### src/rtl/RV32I_Inst_Pkg.sv
// Shared RV32I constants and the fetch-queue entry type used by the IF stage.
package RV32I_Inst_Pkg;

    // addi x0, x0, 0
    localparam logic [31:0] INST_NOP = 32'h0000_0013;

    localparam int IF_FQ_DEPTH_DEFAULT = 4;

    typedef struct packed {
        logic [31:0] addr;
        logic [31:0] instr;
        logic        filled;
    } fq_entry_t;

endpackage

### src/rtl/if_fetch_queue.sv
// Circular fetch buffer: entries are allocated at grant, filled in order by
// responses, and popped from the head once filled.
module if_fetch_queue
    import RV32I_Inst_Pkg::*;
#(
    parameter int DEPTH = IF_FQ_DEPTH_DEFAULT
) (
    input  logic                     clk,
    input  logic                     rst_sync,
    input  logic                     clear,
    input  logic                     alloc,
    input  logic [31:0]              alloc_addr,
    input  logic                     fill,
    input  logic [31:0]              fill_data,
    input  logic                     pop,
    output logic [31:0]              head_addr,
    output logic [31:0]              head_instr,
    output logic                     head_valid,
    output logic [$clog2(DEPTH):0]   count
);

    localparam int PTR_W = $clog2(DEPTH);
    localparam int CNT_W = PTR_W + 1;

    fq_entry_t              entries_q [DEPTH];
    fq_entry_t              head_entry;
    logic [PTR_W-1:0]       head_q, head_d;
    logic [PTR_W-1:0]       tail_q, tail_d;
    logic [PTR_W-1:0]       fill_q, fill_d;
    logic [CNT_W-1:0]       count_q, count_d;
    logic                   pop_en;

    // NOTE: every signal written here gets a default first, so no path
    // leaves one unassigned and no latch is inferred.
    always_comb begin
        head_entry = entries_q[head_q];
        head_valid = (count_q != '0) && head_entry.filled;
        pop_en     = pop && head_valid;
        head_d     = head_q;
        tail_d     = tail_q;
        fill_d     = fill_q;
        count_d    = count_q;
        if (clear) begin
            head_d  = '0;
            tail_d  = '0;
            fill_d  = '0;
            count_d = '0;
        end else begin
            if (alloc)  tail_d = tail_q + PTR_W'(1);
            if (fill)   fill_d = fill_q + PTR_W'(1);
            if (pop_en) head_d = head_q + PTR_W'(1);
            count_d = count_q + CNT_W'(alloc) - CNT_W'(pop_en);
        end
        head_addr  = head_entry.addr;
        head_instr = head_entry.instr;
        count      = count_q;
    end

    // NOTE: state flops use non-blocking assignments so every flop samples
    // pre-edge values regardless of process ordering.
    always_ff @(posedge clk) begin
        if (rst_sync) begin
            head_q  <= '0;
            tail_q  <= '0;
            fill_q  <= '0;
            count_q <= '0;
        end else begin
            head_q  <= head_d;
            tail_q  <= tail_d;
            fill_q  <= fill_d;
            count_q <= count_d;
        end
    end

    // NOTE: the entry storage has no reset; count_q gates head_valid and an
    // entry's filled bit is rewritten at allocation, so stale contents are
    // never observed.
    always_ff @(posedge clk) begin
        if (alloc && !clear) begin
            entries_q[tail_q] <= '{addr: alloc_addr, instr: 32'h0, filled: 1'b0};
        end
        if (fill && !clear) begin
            entries_q[fill_q].instr  <= fill_data;
            entries_q[fill_q].filled <= 1'b1;
        end
    end

endmodule

### src/rtl/if_fetch_unit.sv
// IF-stage front end: PC, in-order imem requests, outstanding/drop tracking
// and the IF/ID-facing outputs taken from the fetch-queue head.
module if_fetch_unit
    import RV32I_Inst_Pkg::*;
#(
    parameter logic [31:0] RESET_PC = 32'h0000_0000,
    parameter int          FQ_DEPTH = IF_FQ_DEPTH_DEFAULT
) (
    input  logic        clk,
    input  logic        rst_sync,
    input  logic        stall_n,
    input  logic        flush,
    input  logic [31:0] redirect_pc,
    output logic        imem_req,
    output logic [31:0] imem_addr,
    input  logic        imem_gnt,
    input  logic        imem_rvalid,
    input  logic [31:0] imem_rdata,
    output logic [31:0] instr_if,
    output logic [31:0] instr_addr_if,
    output logic        instr_valid_if
);

    localparam int               CNT_W     = $clog2(FQ_DEPTH) + 1;
    localparam logic [CNT_W-1:0] DEPTH_CNT = CNT_W'(FQ_DEPTH);

    logic [31:0]      pc_q, pc_d;
    logic [CNT_W-1:0] outstanding_q, outstanding_d;
    logic [CNT_W-1:0] drop_q, drop_d;
    logic [CNT_W-1:0] alloc_cnt;
    logic             grant, drop_rsp;
    logic             fq_clear, fq_fill, fq_pop;
    logic             head_valid;
    logic [31:0]      head_addr, head_instr;

    always_comb begin
        imem_req  = !rst_sync && !flush && (alloc_cnt < DEPTH_CNT)
                    && (outstanding_q < DEPTH_CNT);
        imem_addr = pc_q;
        grant     = imem_req && imem_gnt;
        drop_rsp  = imem_rvalid && (drop_q != '0);
        fq_clear  = rst_sync || flush;
        fq_fill   = imem_rvalid && !drop_rsp && !fq_clear;
        fq_pop    = stall_n && head_valid && !fq_clear;

        pc_d          = pc_q;
        drop_d        = drop_q;
        // No grant can coincide with flush, so this also holds on redirect.
        outstanding_d = outstanding_q + CNT_W'(grant) - CNT_W'(imem_rvalid);
        if (flush) begin
            pc_d   = redirect_pc & ~32'h3;
            drop_d = outstanding_q - CNT_W'(imem_rvalid);
        end else begin
            if (grant)    pc_d   = pc_q + 32'd4;
            if (drop_rsp) drop_d = drop_q - CNT_W'(1);
        end

        instr_valid_if = head_valid;
        instr_if       = head_valid ? head_instr : INST_NOP;
        instr_addr_if  = head_valid ? head_addr : 32'h0;
    end

    always_ff @(posedge clk) begin
        if (rst_sync) begin
            pc_q          <= RESET_PC;
            outstanding_q <= '0;
            drop_q        <= '0;
        end else begin
            pc_q          <= pc_d;
            outstanding_q <= outstanding_d;
            drop_q        <= drop_d;
        end
    end

    if_fetch_queue #(
        .DEPTH (FQ_DEPTH)
    ) u_fetch_queue (
        .clk        (clk),
        .rst_sync   (rst_sync),
        .clear      (fq_clear),
        .alloc      (grant),
        .alloc_addr (pc_q),
        .fill       (fq_fill),
        .fill_data  (imem_rdata),
        .pop        (fq_pop),
        .head_addr  (head_addr),
        .head_instr (head_instr),
        .head_valid (head_valid),
        .count      (alloc_cnt)
    );

endmodule

### config.mk
export PLATFORM = sky130hd
export DESIGN_NAME = if_fetch_unit
export DESIGN_NICKNAME = d
export VERILOG_FILES = /design/src/rtl/RV32I_Inst_Pkg.sv /design/src/rtl/if_fetch_queue.sv /design/src/rtl/if_fetch_unit.sv
export SDC_FILE = /design/constraint.sdc
export NUM_CORES = 1
export LEC_CHECK = 0
export ABC_AREA = 0
export CAP_MARGIN = 20
export CORE_MARGIN = 2
export CORE_UTILIZATION = 25
export DETAILED_ROUTE_END_ITERATION = 6
export PLACE_DENSITY = 0.39
export SKIP_CTS_REPAIR_TIMING = 1
export SYNTH_ARGS = -nofsm -noshare
export SYNTH_HDL_FRONTEND = slang
export SYNTH_SLANG_ARGS = --single-unit
### constraint.sdc
create_clock -name clk -period 3.14 [get_ports clk]
set_input_delay 0.628 -clock clk [delete_from_list [all_inputs] [get_ports clk]]
set_output_delay 0.628 -clock clk [all_outputs]
set_load 0.02 [all_outputs]
Yosys cells after proc, flatten, opt, wreduce, memory -nomap -nowiden
Memory sizes are Yosys's and may differ from the RTL's. A register that Yosys moved wholly into a read port is not among the register bits.
Index checks and enable logic that the tools add are counted.
{"block": "totals", "ff_bits": 47, "latchBits": 0, "ram_bits": 260, "mem_bits_ro": 0, "input_bits": 70, "out_inout_bits": 98, "n_memories": 1}
{"block": "classes", "add_sub_neg": 10, "mul": 0, "n_div": 0, "order_cmp": 2, "n_eq_ne": 0, "shift": 0, "muxes": 12, "bitwise": 0, "reduce_logical": 24}
{"name": "u_fetch_queue.entries_q", "depth": 4, "width": 65, "read_ports": 1, "rd_clocked_by_memory_dff": 1, "wr": 2, "line_no": "if_fetch_queue.sv:25", "text": "fq_entry_t entries_q [DEPTH];"}
{"operator": "$mux 32", "n": 4}
{"operator": "$add 32x3->32 const B", "n": 1}
{"operator": "$logic_and 1x1->1", "n": 13}
{"operator": "$sub 3x1->3", "n": 3}
{"operator": "$add 2x1->2 const B", "n": 3}
{"operator": "$add 3x1->3", "n": 2}
{"operator": "$lt 3x3->1 const B", "n": 2}
{"operator": "$mux 3", "n": 2}
{"operator": "$reduce_bool 3->1", "n": 2}
{"operator": "$logic_not 1->1", "n": 4}
{"operator": "$mux 1", "n": 4}
{"operator": "$mux 2", "n": 2}
{"operator": "$reduce_bool 2->1", "n": 2}
{"operator": "$reduce_or 2->1", "n": 2}
{"operator": "$sub 3x1->3 const B", "n": 1}
{"operator": "$logic_or 1x1->1", "n": 1}

Logic depth before layout (Yosys ltp)
{"block": "depth", "word_depth": 8, "depth_mapped": 13}

Hierarchy
From an unflattened synthesis, not the netlist that was laid out.
{"block": "unflattened", "cells_unflattened": 932, "area_unflattened_um2": 13654.3}
{"mod": "if_fetch_queue", "n_inst": 1, "cells_each": 579, "area_per_inst_um2": 10951.8}
{"mod": "if_fetch_unit", "n_inst": 1, "cells_each": 353, "area_per_inst_um2": 2702.6}

Worst setup path before layout
Ideal clock, no wire load.
{"block": "synth_timing", "kind": "input-to-reg", "start": "input port rst_sync", "end": "memory u_fetch_queue.entries_q[2][10] (netlist bit), enable pin", "setup_ns": 0.389, "t_arrival_ns": 2.523, "required_time_ns": 2.751, "setup_slack_ns": 0.228, "path_stages": 7, "n_path_buf": 3, "cell_sequence": "buf_2 > or2_1 > clkbuf_1 > nor2_1 > clkbuf_1 > nand2_1 > nand2_1"}
{"element": "start, declared", "line_no": "if_fetch_unit.sv:10", "text": "input logic rst_sync,"}
{"element": "end, declared", "line_no": "if_fetch_queue.sv:25"}

Final worst setup path
{"block": "layout_timing", "start": "input port flush", "end": "output port imem_req"}
{"block": "layout_via", "elab_chain_cells": 4}
{"element": "start, declared", "line_no": "if_fetch_unit.sv:12", "text": "input logic flush,"}
{"element": "$logic_not 1->1", "line_no": "if_fetch_unit.sv:37", "text": "imem_req = !rst_sync && !flush && (alloc_cnt < DEPTH_CNT)"}
{"element": "$logic_and 1x1->1 (2 in series)", "line_no": "if_fetch_unit.sv:37"}
{"element": "$logic_and 1x1->1", "line_no": "if_fetch_unit.sv:38", "text": "&& (outstanding_q < DEPTH_CNT);"}
{"element": "end, declared", "line_no": "if_fetch_unit.sv:14", "text": "output logic imem_req,"}
No other way between the ends.

==> impl_metrics.yaml <==
outcome:
  status: "finished clean"
sta:
  tightest_slew_ns: 0.5982
  rsz0062_at_grt: "false"
  skew_ns: 0.02153
  max_freq_ghz: 0.3197
  setup_viol: 0
  min_period_ns: 3.128
  finalCritPeriodShare_pct: 99.62
  finalHoldViolCount: 0
  final-max-slew-violation-count: 0
  setup_tns_ns: 0
  slew_headroom_pct: 60.12
setup_path:
  worstPathArrival_ns: 2.50
  worst_setup_path_start_kind: "primary input"
  crit_path_max_fanout: 4
  critPathCaptureType: "output pin"
  path_class: "primary input to output pin"
  critPathRequiredTime_ns: 2.51
die:
  die_y_um: 235.1
  dieWidth_um: 235.1
  ios: 168
  start_util_pct: 25.35
  core_um2: 52660
  die_area_um2: 55260
  core.rowCount: 84
pwr:
  power_density_nw_per_um2: 558.3
  seq_power_share_pct: 46.4
  power_frac_clock_pct: 42.1
  p_int_uw: 7310
  combPwrFrac_pct: 11.5
  p_switching_uw: 2465
  power_leakage_uw: 0.007630
  switching_share_pct: 25.21
  vdd_drop_max_uv: 350.6
layout:
  seq_area_um2: 8476
  antenna_cells: 0
  final.fill_count: 5162
  final_layout_size_suffix_gt1_share_pct: 16.67
  areaGrowthSynthToFinish_pct: 31.16
  multi_input_area_um2: 4448
  nets: 1213
  design_area_um2: 17510
routing:
  wl_per_cell_um: 22.38
  drt_first_pass_iters: 4
  drt-initial-drc-count: 470
  ant_nets: 0
  drc: 0
  routed_wl_um: 41180
  drt-vias-per-instance: 4.734
  vias: 8710
synth:
  synth_edf_count: 248
  seq_area_frac_synth_pct: 63.44
  synth_top_cells_by_count: "248 x edfxtp_1, 194 x and3_1, 63 x mux4_2"
  yosysWarnings: 0
  syn_avg_cell_area_um2: 14.25
  ys_ff_latch: 299
  synth_top_flop_cell: "edfxtp_1"
  synth_top_cell_by_area: "edfxtp_1"
  ys_top_cells_by_area: "edfxtp_1 56%, mux4_2 11%, and3_1 9.1%, dfxtp_1 7.6%, clkbuf_1 1.7%"
  async_flop_share_pct: 0
  ys_types: 57
  syn_inst: 937
  yosysTopAreaCellShare_pct: 55.79
  synth_area_um2: 13350
  post-synth-top-count-cell: "edfxtp_1"
global_routing:
  antenna_found_initial: 2
  grt.total_usage_pct: 14.73
  grt_max_degree: 70
  grt_pass1_wl_um: 61280
  grt_pass1_vias: 9230
  use_met2_pct: 24.54
  grt_util_met3_pct: 2.455
  grt_use_met1_pct: 19.81
  top_usage_layer: "met2"
  grt_overflow: 0
placed_design:
  dp_hpwl_um: 25480
  dpl_cell_area_um2: 16100
  portBuffers: 161
  gp_routability_congestion: 0.7024
clocking:
  clock-sinks: 299
  max-clock-path-buffers: 3
  cts_buffers: 37
  root_buffer: "clkbuf_16"
  cts_max_level: 2
  cts_tree: "built"
  clkTransAtPathRegs_ns: 0.06
  clkLatencyLatePin_ns: 0.55
flow_run:
  max_cap_violations: 0
worst_hold_path:
  hp-class: "flip-flop to flip-flop"
==> cell usage in the layout (no fill, tap or decap), drive strengths merged, types with 5 or more instances in the layout <==
cell type	instances
edfxtp	248
and3	194
clkdlybuf4s50	98
mux4	63
dlymetal6s2s	63
buf	62
clkbuf	53
dfxtp	51
nand2	43
inv	31
nor2	29
nand3	22
ha	17
nand4	14
a21oi	12
xnor2	11
a211oi	11
clkinv	10
nor4	9
or3	9
nor3	8
xor2	7
or4	6
o211ai	6
or2	6
o21ai	5
and2	5
a311oi	5
==> worst max-delay path, stage by stage <==
cell	delay (ns)
clkdlybuf4s50_1	0.52
or2_1	0.36
nor3_1	0.29
clkdlybuf4s50_1	0.69
==> power by group through the flow <==
stage | combinational (uW) | clock (uW) | sequential (uW)
6_report | 1130 | 4110 | 4530
4_1_cts | 1130 | 4240 | 4540
2_1_floorplan | 529 | 0 | 4620
3_5_place_dp | 1130 | 0 | 4620
5_1_grt | 1230 | 4400 | 4550
3_3_place_gp | 1130 | 0 | 4610
==> final cells by class <==
type,count,area share (%)
well taps,688,4.917
inverters,27,0.5789
flip-flops and latches,299,48.41
repair buffers,225,14.09
clock inverters,16,0.8362
clock buffers,51,5.760
multi-input cells,534,25.41
==> registers in the layout, indices dropped and copies added (netlist names), named ones only <==
name and count:
u_fetch_queue.count 3, u_fetch_queue.tail_q 2, outstanding_q 3, u_fetch_queue.fill_q 2, drop_q 3, u_fetch_queue.entries_q 252, imem_addr 30, u_fetch_queue.head_q 2
==> cell families (layout without fill, tap and decap cells) <==
kind of cell | after synthesis | after routing | synth area share (%)
adder cells (fa/ha/maj) | 19 | 19 | 1.893
other | 1 | 4 | 0.02809
flip-flops | 299 | 299 | 63.44
multiplexers | 63 | 63 | 10.63
buffers and inverters | 107 | 319 | 3.431
AND/OR/NAND/NOR | 364 | 364 | 15.80
AO/OA/AOI/OAI | 66 | 66 | 3.590
XOR/XNOR | 18 | 18 | 1.181
==> final timing paths <==
| kind | depth (start not counted) | slack [ns] | endpoint | start |
|---|---|---|---|---|
| max | 4 | 0.01 | imem_req | flush |
| min | 1 | 0.45 | u_fetch_queue.entries_q[0][0] | u_fetch_queue.entries_q[0][0] |
| max reg2reg | 11 | 0.47 | u_fetch_queue.count[2] | flip-flop |
| min reg2reg | 1 | 0.45 | u_fetch_queue.entries_q[0][0] | u_fetch_queue.entries_q[0][0] |
==> stage by stage <==
step | util (%) | hold slack (ns) | instances | power, uW | setup WS [ns]
after floorplan | - | 0.4204 | 940 | 5150 | 0.2278
after global placement | 30.58 | 0.4367 | 1769 | 5746 | 0.04753
after detailed placement | 30.58 | 0.4428 | 1769 | 5748 | 0.06625
after CTS | 32.78 | 0.4565 | 1836 | 9913 | -0.2464
after global routing | 33.25 | 0.4697 | 1840 | 10190 | 0.006019
final | 33.25 | 0.4468 | 1840 | 9775 | 0.01198
==> metal layers <==
| layer | part of all wire, % | vias up |
|---|---|---|
| met5 | 0.061 | - |
| met4 | 1.8 | 4 |
| met3 | 3.9 | 55 |
| met2 | 49 | 178 |
| met1 | 45 | 4452 |
| li1 | - | 4021 |
(Power assumes the default switching activity.)
